--- config.mk ---
export PLATFORM = sky130hd
export DESIGN_NAME = pixel_thresh_seq_flat
export DESIGN_NICKNAME = d
export VERILOG_FILES = /design/src/rtl/pixel_thresh_seq_if.sv /design/src/rtl/pixel_thresh_seq.sv /design/src/flat_wrapper.sv
export SDC_FILE = /design/constraint.sdc
export NUM_CORES = 1
export LEC_CHECK = 0
export CAP_MARGIN = 15
export CORE_ASPECT_RATIO = 1.1
export CORE_MARGIN = 5
export CORE_UTILIZATION = 55
export CTS_BUF_LIST = sky130_fd_sc_hd__clkbuf_4
export CTS_CLUSTER_DIAMETER = 40
export CTS_CLUSTER_SIZE = 12
export DETAILED_ROUTE_END_ITERATION = 12
export PLACE_DENSITY_LB_ADDON = 0.3
export SYNTH_ARGS = -nofsm -noshare
export SYNTH_HDL_FRONTEND = slang
export SYNTH_SLANG_ARGS = --single-unit
--- constraint.sdc ---
create_clock -name clk -period 3.49 [get_ports clk]
set_input_delay 0.349 -clock clk [delete_from_list [all_inputs] [get_ports clk]]
set_output_delay 0.349 -clock clk [all_outputs]
set_load 0.05 [all_outputs]
--- src/rtl/pixel_thresh_seq_if.sv ---
// pixel_thresh_seq_if: control, source-read and destination-write signals of the thresholding sequencer.
interface pixel_thresh_seq_if #(parameter int AW = 8);
    logic          start;
    logic          restart;
    logic          rd_en;
    logic [7:0]    thresh;
    logic [7:0]    din;
    logic [AW-1:0] addr_rd;
    logic          wr_en;
    logic [AW-1:0] addr_wr;
    logic [7:0]    dout;
    logic [8:0]    count;
    logic          busy;
    logic          done;

    modport master (
        output start, restart, rd_en, thresh, din,
        input  addr_rd, wr_en, addr_wr, dout, count, busy, done
    );

    modport slave (
        input  start, restart, rd_en, thresh, din,
        output addr_rd, wr_en, addr_wr, dout, count, busy, done
    );
endinterface

--- src/rtl/pixel_thresh_seq.sv ---
// pixel_thresh_seq: streams a frame from source BRAM, binarises each pixel against a latched threshold
// and writes it to destination BRAM; two-stage pipeline, stalled as a whole by rd_en.
module pixel_thresh_seq #(
    parameter int NPIX = 256,
    parameter int AW   = 8
) (
    input logic              clk,
    input logic              reset_n,
    pixel_thresh_seq_if.slave bus
);
    typedef enum logic [1:0] {IDLE, RUN, DRAIN, DONE} state_t;

    localparam logic [AW-1:0] LAST = AW'(NPIX - 1);
    localparam logic [8:0]    FULL = 9'(NPIX);

    state_t        state_q, state_d;
    logic [AW-1:0] addr_rd_q, addr_rd_d;
    logic [AW-1:0] a1_q, a1_d;
    logic [AW-1:0] addr_wr_q, addr_wr_d;
    logic          v1_q, v1_d;
    logic          wr_en_q, wr_en_d;
    logic          busy_q, busy_d;
    logic          done_q, done_d;
    logic [7:0]    thr_q, thr_d;
    logic [7:0]    dout_q, dout_d;
    logic [8:0]    count_q, count_d;

    always_comb begin
        state_d   = state_q;
        addr_rd_d = addr_rd_q;
        a1_d      = a1_q;
        addr_wr_d = addr_wr_q;
        v1_d      = v1_q;
        wr_en_d   = 1'b0;
        thr_d     = thr_q;
        dout_d    = dout_q;
        count_d   = count_q;
        case (state_q)
            IDLE: if (bus.start) begin
                state_d   = RUN;
                thr_d     = bus.thresh;
                count_d   = '0;
                addr_rd_d = '0;
            end
            RUN, DRAIN: if (bus.rd_en) begin
                // din belongs to a1_q: the BRAM holds its output while rd_en is low, so stage 2 reads it directly
                v1_d      = state_q == RUN;
                a1_d      = addr_rd_q;
                wr_en_d   = v1_q;
                addr_wr_d = a1_q;
                dout_d    = bus.din >= thr_q ? 8'hFF : 8'h00;
                count_d   = count_q + {8'd0, v1_q};
                addr_rd_d = state_q == RUN && addr_rd_q != LAST ? addr_rd_q + 1'b1 : addr_rd_q;
                state_d   = state_q == RUN ? (addr_rd_q == LAST ? DRAIN : RUN)
                                           : (count_q == FULL ? DONE : DRAIN);
            end
            DONE: state_d = IDLE;
            default: state_d = IDLE;
        endcase
        if (bus.restart) begin
            state_d   = IDLE;
            wr_en_d   = 1'b0;
            v1_d      = 1'b0;
            count_d   = '0;
            addr_rd_d = '0;
        end
        busy_d = state_d == RUN || state_d == DRAIN;
        done_d = state_d == DONE;
    end

    always_ff @(posedge clk) begin
        if (!reset_n) begin
            state_q   <= IDLE;
            addr_rd_q <= '0;
            a1_q      <= '0;
            addr_wr_q <= '0;
            v1_q      <= 1'b0;
            wr_en_q   <= 1'b0;
            busy_q    <= 1'b0;
            done_q    <= 1'b0;
            thr_q     <= '0;
            dout_q    <= '0;
            count_q   <= '0;
        end else begin
            state_q   <= state_d;
            addr_rd_q <= addr_rd_d;
            a1_q      <= a1_d;
            addr_wr_q <= addr_wr_d;
            v1_q      <= v1_d;
            wr_en_q   <= wr_en_d;
            busy_q    <= busy_d;
            done_q    <= done_d;
            thr_q     <= thr_d;
            dout_q    <= dout_d;
            count_q   <= count_d;
        end
    end

    assign bus.addr_rd = addr_rd_q;
    assign bus.wr_en   = wr_en_q;
    assign bus.addr_wr = addr_wr_q;
    assign bus.dout    = dout_q;
    assign bus.count   = count_q;
    assign bus.busy    = busy_q;
    assign bus.done    = done_q;
endmodule

--- src/flat_wrapper.sv ---
// flat-port wrapper written by rule: the top's interface ports become plain ports
module pixel_thresh_seq_flat 
#(
    parameter int NPIX = 256,
    parameter int AW   = 8
)
  (clk, reset_n, bus_start, bus_restart, bus_rd_en, bus_thresh, bus_din, bus_addr_rd, bus_wr_en, bus_addr_wr, bus_dout, bus_count, bus_busy, bus_done);
  pixel_thresh_seq_if #(.AW(AW)) bus_i ();
  input logic clk;
  input logic reset_n;
  input wire logic [$bits(bus_i.start)-1:0] bus_start;
  input wire logic [$bits(bus_i.restart)-1:0] bus_restart;
  input wire logic [$bits(bus_i.rd_en)-1:0] bus_rd_en;
  input wire logic [$bits(bus_i.thresh)-1:0] bus_thresh;
  input wire logic [$bits(bus_i.din)-1:0] bus_din;
  output wire logic [$bits(bus_i.addr_rd)-1:0] bus_addr_rd;
  output wire logic [$bits(bus_i.wr_en)-1:0] bus_wr_en;
  output wire logic [$bits(bus_i.addr_wr)-1:0] bus_addr_wr;
  output wire logic [$bits(bus_i.dout)-1:0] bus_dout;
  output wire logic [$bits(bus_i.count)-1:0] bus_count;
  output wire logic [$bits(bus_i.busy)-1:0] bus_busy;
  output wire logic [$bits(bus_i.done)-1:0] bus_done;
  assign bus_i.start = bus_start;
  assign bus_i.restart = bus_restart;
  assign bus_i.rd_en = bus_rd_en;
  assign bus_i.thresh = bus_thresh;
  assign bus_i.din = bus_din;
  assign bus_addr_rd = bus_i.addr_rd;
  assign bus_wr_en = bus_i.wr_en;
  assign bus_addr_wr = bus_i.addr_wr;
  assign bus_dout = bus_i.dout;
  assign bus_count = bus_i.count;
  assign bus_busy = bus_i.busy;
  assign bus_done = bus_i.done;
  pixel_thresh_seq #(.NPIX(NPIX), .AW(AW)) u_core (.clk(clk), .reset_n(reset_n), .bus(bus_i));
endmodule
==> results of run 1 <==
-- cell usage after synthesis (2+ instances only) --
cell type  instances  area, um2
a2111oi_0          2      17.52
a21boi_0          24      180.2
a21oi_1           11      55.05
and2_1             5      31.28
and3_1             2      12.51
buf_4              8      60.06
clkbuf_1           9      33.78
dfxtp_1           48      960.9
ha_1              14      175.2
inv_1             10      37.54
mux2i_1            2      20.02
nand2_1           63      236.5
nand2b_1           4      25.02
nand3_1            8      40.04
nand4_1            7      43.79
nor2_1            10      37.54
nor2b_1            2      12.51
nor4_1             3      18.77
nor4b_1            2      17.52
o211ai_1           4      30.03
o21a_1             2      15.01
o21ai_0            8      40.04
o31ai_1            4      30.03
or3_1              4      25.02
or4_1              5      37.54
xnor2_1            2      17.52
xor2_1             2      17.52
-- area by class of cell --
class	instances	area share, %
inverters	10	1.250
repair buffers	58	19.17
well taps	54	2.250
multi-input cells	201	41.79
clock buffers	5	1.250
clock inverters	3	2.292
flip-flops and latches	48	32.00
-- cell families (layout without fill, tap and decap cells) --
| group | after synthesis | count (layout) | synth area share [%] |
|---|---|---|---|
| compound gates | 59 | 59 | 17.03 |
| xor+xnor | 4 | 4 | 1.486 |
| fa+ha+maj | 14 | 14 | 7.427 |
| buf+inv | 28 | 76 | 6.048 |
| flops | 48 | 48 | 40.74 |
| mux | 3 | 3 | 1.485 |
| simple gates | 121 | 121 | 25.78 |
-- per-stage QoR --
| step | instances | utilization [%] | instance area (um2) | hold WS (ns) | total power [uW] |
|---|---|---|---|---|---|
| floorplan | 277 | - | 2359 | 0.4412 | 648.8 |
| global placement | 371 | 68.59 | 2897 | 0.4478 | 687.9 |
| detailed placement | 371 | 68.59 | 2897 | 0.4550 | 692.0 |
| CTS | 379 | 71.11 | 3003 | 0.4749 | 1100 |
| global route | 379 | 71.11 | 3003 | 0.4896 | 1134 |
| finish | 379 | 71.11 | 3003 | 0.4732 | 1095 |
-- state kept, by name, summed over array words and instances (netlist names) --
name,flops
u_core.bus.done,1
u_core.bus.dout,1
u_core.v1_q,1
u_core.bus.addr_wr,8
u_core.thr_q,8
u_core.bus.wr_en,1
u_core.a1_q,8
u_core.state_q,2
u_core.bus.addr_rd,8
u_core.bus.count,9
u_core.bus.busy,1
-- report_power, final --
part	internal (uW)	total (uW)	leakage (uW)	switching (uW)
clock	225	415	0.0000558	190
combinational	53.0	120	0.000587	67.0
sequential	555	560	0.000388	4.33
-- per-layer routing --
layer	routed length, um	up-vias	global-route usage (%)
met3	375	9	4.097
li1	-	1052	-
met1	2322	949	24.51
met5	0	-	0
met2	2463	73	32.42
met4	90	0	9.779
-- final timing paths --
| path | startpoint | end | cells past startpoint |
|---|---|---|---|
| max | u_core.bus.addr_rd[0] | bus_addr_rd[0] | 1 |
| min | u_core.a1_q[5] | u_core.bus.addr_wr[5] | 2 |
| max reg2reg | u_core.state_q[0] | u_core.bus.count[4] | 7 |
| min reg2reg | u_core.a1_q[5] | u_core.bus.addr_wr[5] | 2 |
==> flow_summary_export.csv, run 1 <==
group,metric,value,unit
critical_path,path_max_fanout,8,
sta,fin_skew,0.01820,ns
synthesis,async_reset_ff_share,0,%
flow_run,maxCapViolations,0,
synthesis,yosysSeqAreaShare,40.74,%
global_route,antenna_found_initial,0,
clock_network,cts_tree,"yes",
critical_path,r2r_setup_slack,1.41,ns
critical_path,worstPathArrival,1.77,ns
pwr,power_leakage,0.001031,uW
critical_path,crit_chain,"clkdlybuf4s50_1",
drt,vias_per_cell,5.496,
cells_and_area,register_area,960.9,um2
sta,tightestPinTransition,0.6570,ns
cells_and_area,nNetsFinal,359,
sta,period_share,60.58,%
clock_network,cts.reportedPaths.clkPinSlew,0.15,ns
synthesis,syn_avg_cell_area,8.514,um2
floorplan,io-pin-count,57,
global_route,overflow,0,
floorplan,dieArea,0.005699,mm2
sta,slew_viol_final,0,
drt,drt-initial-drc-count,122,
synthesis,synth_warnings,0,
critical_path,worstPathRequired,3.14,ns
global_route,grt_pass1_vias,2104,
sta,fmax,473.0,MHz
cells_and_area,final_common_cell,"nand2_1",
pwr,ir_drop,0.2388,mV
drt,drt_pass1_iterations,4,
place,place_congestion,0.8535,
clock_network,clock-sinks,48,
cells_and_area,drive_gt1_share,4.923,%
sta,finalCriticalPeriod,2.114,ns
global_route,grt_max_degree,30,
global_route,gr-usage-all-layers,19.84,%
sta,setup_violations,0,
sta,tns,0,ns
sta,relSlewSlack,56.20,%
drt,wl_per_cell,13.86,um
floorplan,start_util,55.85,%
cells_and_area,nFillCells,337,
drt,drcViolationCount,0,
synthesis,synth_cells,277,
sta,grt_setup_unrepaired,"false",
cells_and_area,areaGrowthSynthToFinish,27.32,%
synthesis,ys_types,39,
synthesis,synthFlopType,"dfxtp_1",
floorplan,coreArea,0.004223,mm2
drt,detail_route.wirelength,5.252,mm
floorplan,rows,25,
clock_network,cts_buffers,5,
drt,ant_nets,0,
critical_path,cp_slowest_cell,"clkdlybuf4s50_1",
sta,fin_ws,1.376,ns
clock_network,h-tree-depth,2,
drt,dr_total_vias,2083,
floorplan,die_w,72.44,um
run_status,status,"finished clean",
critical_path,cp-end-kind,"output port",
clock_network,cts_hold_buf,0,
clock_network,post_cts_buffers,0,
global_route,grt_pass1_wl,9.018,mm
synthesis,syn_nets,312,
clock_network,clk_latency,0.37,ns
critical_path,critPathLaunchType,"flop",
critical_path,path_delay_family,"buffers and inverters",
pwr,power_density,364.7,mW/mm2
critical_path,crit_type,"reg -> out",
critical_path,crit_buf_inv,1,
clock_network,root_buffer,"clkbuf_4",
place,io_buffers,56,
synthesis,syn_area,0.002359,mm2
place,dpl.hpwl,3.873,mm
cells_and_area,diodes,0,
cells_and_area,final_cell_mix,"nand2_1 (63), clkdlybuf4s50_1 (56), dfxtp_1 (48)",
cells_and_area,multiInputGateArea,0.001255,mm2
critical_path,cpPeakStageDelay,0.86,ns
synthesis,synth_edf_count,0,
sta,hold_violations,0,
floorplan,die_h,78.68,um
clock_network,cts_buffer_depth,2,
synthesis,ys_ff_latch,48,
clock_network,post_cts_resized,0,
place,place_ws,1.078,ns
min_path,min_path_type,"reg -> reg",
Power figures use the tool's default switching activity.
==> inputs of run 2 (changes only) <==
--- a/config.mk
+++ b/config.mk
@@ -8,7 +8,7 @@
 export CAP_MARGIN = 15
 export CORE_ASPECT_RATIO = 1.1
 export CORE_MARGIN = 5
-export CORE_UTILIZATION = 55
+export CORE_UTILIZATION = 46
 export CTS_BUF_LIST = sky130_fd_sc_hd__clkbuf_4
 export CTS_CLUSTER_DIAMETER = 40
 export CTS_CLUSTER_SIZE = 12
==> constraint.sdc (replaced) <==
create_clock -name clk -period 1.9 [get_ports clk]
set_input_delay 0.19 -clock clk [delete_from_list [all_inputs] [get_ports clk]]
set_output_delay 0.19 -clock clk [all_outputs]
set_load 0.05 [all_outputs]
==> run 2 against run 1 <==
  * Sequential power rose by 82%
  * Critical path type is now reg -> reg
  * Clock power is 12% higher
  * Largest cell class unchanged
  * Die area increased by 17%
  * First-iteration DRC count up 0.82%
  * Largest power group unchanged
  * Final cell count grew 6.3%
  * Critical path depth up 7
  * Final area up 5.0%
  * Sequential share of layout area is 1.0 points lower
  * Via count is 3.1% higher
  * Count of clock-buffer cells in the layout stayed put
==> flow_summary_export.csv, run 2 (synthesized netlist as in run 1, its figures left out) <==
group,metric,value,unit
floorplan,die_h,85.10,um
cells_and_area,register_area,975.9,um2
pwr,power_density,549.2,mW/mm2
critical_path,crit_chain,"inv_1, ha_4, or2b_4, o21ai_1, a22oi_1, nor2_1, ha_1, and2_1",
cells_and_area,areaGrowthSynthToFinish,33.69,%
sta,grt_setup_unrepaired,"false",
critical_path,cp_slowest_cell,"dfxtp_1",
sta,period_share,96.06,%
clock_network,clk_latency,0.35,ns
drt,ant_nets,0,
cells_and_area,drive_gt1_share,13.04,%
critical_path,r2r-start,"u_core.state_q[0]",
critical_path,reg2reg_to,"u_core.bus.busy",
clock_network,cts.reportedPaths.clkPinSlew,0.13,ns
sta,tightestPinTransition,0.5078,ns
global_route,grt_pass1_vias,2048,
sta,finalCriticalPeriod,1.825,ns
cells_and_area,multiInputGateArea,0.001277,mm2
global_route,gr-usage-all-layers,17.06,%
drt,wl_per_cell,13.45,um
critical_path,critPathLaunchType,"flop",
global_route,grt_max_degree,29,
critical_path,r2r_setup_slack,0.07,ns
critical_path,startpoint,"u_core.state_q[0]",
min_path,holdCritStartpoint,"bus_thresh[4]",
sta,relSlewSlack,66.04,%
clock_network,cts_tree,"yes",
min_path,min_path_type,"in -> reg",
floorplan,die_w,78.27,um
pwr,power_leakage,0.001241,uW
sta,holdWs,0.3778,ns
critical_path,crit_type,"reg -> reg",
critical_path,cp-end-kind,"flop",
place,dp_cells,395,
drt,dr_total_vias,2147,
pwr,ir_drop,0.3733,mV
floorplan,dieArea,0.006661,mm2
place,dpl.hpwl,4.202,mm
critical_path,worstPathRequired,2.16,ns
floorplan,coreArea,0.005000,mm2
critical_path,r2r_cells,8,
clock_network,cts_hold_buf,0,
global_route,grt_pass1_wl,9.315,mm
drt,drt-initial-drc-count,123,
floorplan,start_util,47.17,%
min_path,whs_endpoint,"u_core.thr_q[4]",
sta,fin_ws,0.07478,ns
flow_run,maxCapViolations,0,
cells_and_area,nFillCells,459,
cells_and_area,final_area,0.003153,mm2
cells_and_area,diodes,0,
clock_network,cts_buffers,5,
min_path,hold_depth,3,
place,place_area,0.003073,mm2
sta,fin_skew,0.007281,ns
cells_and_area,largest_reg_flops,9,
place,place_congestion,0.8527,
run_status,status,"finished clean",
cells_and_area,fin_util,63.06,%
clock_network,clock-sinks,48,
place,io_buffers,56,
floorplan,rows,27,
clock_network,h-tree-depth,2,
critical_path,path_max_fanout,7,
floorplan,io-pin-count,57,
place,place_ws,-0.03420,ns
global_route,antenna_found_initial,0,
drt,drt_pass1_iterations,4,
sta,slew_viol_final,0,
sta,setup_violations,0,
critical_path,worstPathArrival,2.09,ns
sta,fmax,547.9,MHz
drt,vias_per_cell,5.328,
cells_and_area,final_cell_mix,"nand2_1 (63), clkdlybuf4s50_1 (45), dfxtp_1 (40)",
clock_network,root_buffer,"clkbuf_4",
drt,detail_route.wirelength,5.419,mm
global_route,overflow,0,
cells_and_area,final_cells,403,
drt,drcViolationCount,0,
sta,hold_violations,0,
clock_network,cts_buffer_depth,2,
critical_path,cpPeakStageDelay,0.36,ns
cells_and_area,nNetsFinal,379,
cells_and_area,final_common_cell,"nand2_1",
## run 2: cell count changes in the layout (fill, tap and decap cells not counted), sizes merged
cell           previous run  this run
buf                       2        22
dlymetal6s2s              0         6
dlygate4sd2               0         5
clkinv                    0         2
clkdlybuf4s50            56        45
bufinv                    2         0
## run 2: worst max path at each step
| stage | to | slack, ns | depth (start not counted) |
|---|---|---|---|
| CTS | bus_dout[5] | 0.004 | 1 |
| global route | bus_count[4] | 0.0002 | 1 |
| detailed placement | u_core.bus.busy | -0.03 | 8 |
| floorplan | u_core.bus.busy | 0.008 | 6 |
| global placement | u_core.bus.busy | 0.01 | 8 |
| finish | u_core.bus.busy | 0.07 | 8 |
## run 2: through the flow
stage	power, uW	setup TNS (ns)
after floorplan	1190	0
after global placement	1285	0
after detailed placement	1289	-0.03420
after CTS	1758	0
after global routing	1820	0
final	1732	0
## run 2: report_power, final
| group | switching, uW | internal [uW] |
|---|---|---|
| clock | 321 | 143 |
| combinational | 129 | 115 |
| sequential | 6.90 | 1020 |
## run 2: final cells by class
type	count	share of cell area, %
Clock buffer	5	1.190
Sequential cell	48	30.95
Tap cell	58	2.302
Multi-Input combinational cell	201	40.52
Inverter	10	1.190
Timing Repair Buffer	78	23.29
Clock inverter	3	0.5556
## run 2: worst max-delay path: cells and delay by family (launching register included)
family | cells | cell delay, ns
simple gates | 3 | 0.56
fa+ha+maj | 2 | 0.53
flops | 1 | 0.36
compound gates | 2 | 0.23
buf+inv | 1 | 0.07
## run 2: routing by layer
| layer | wire length, um | GRT usage [%] | vias up |
|---|---|---|---|
| li1 | - | - | 1093 |
| met4 | 70 | 5.246 | 0 |
| met1 | 2446 | 20.73 | 996 |
| met3 | 341 | 5.096 | 6 |
| met5 | 0 | 0 | - |
| met2 | 2560 | 28.97 | 52 |
## run 2: timing repair
item / in CTS / in global routing
buffers inserted: 0 / 0
resized for setup: 6 / 9
setup endpoints to repair: 10 / 10
pin swaps: 0 / 0
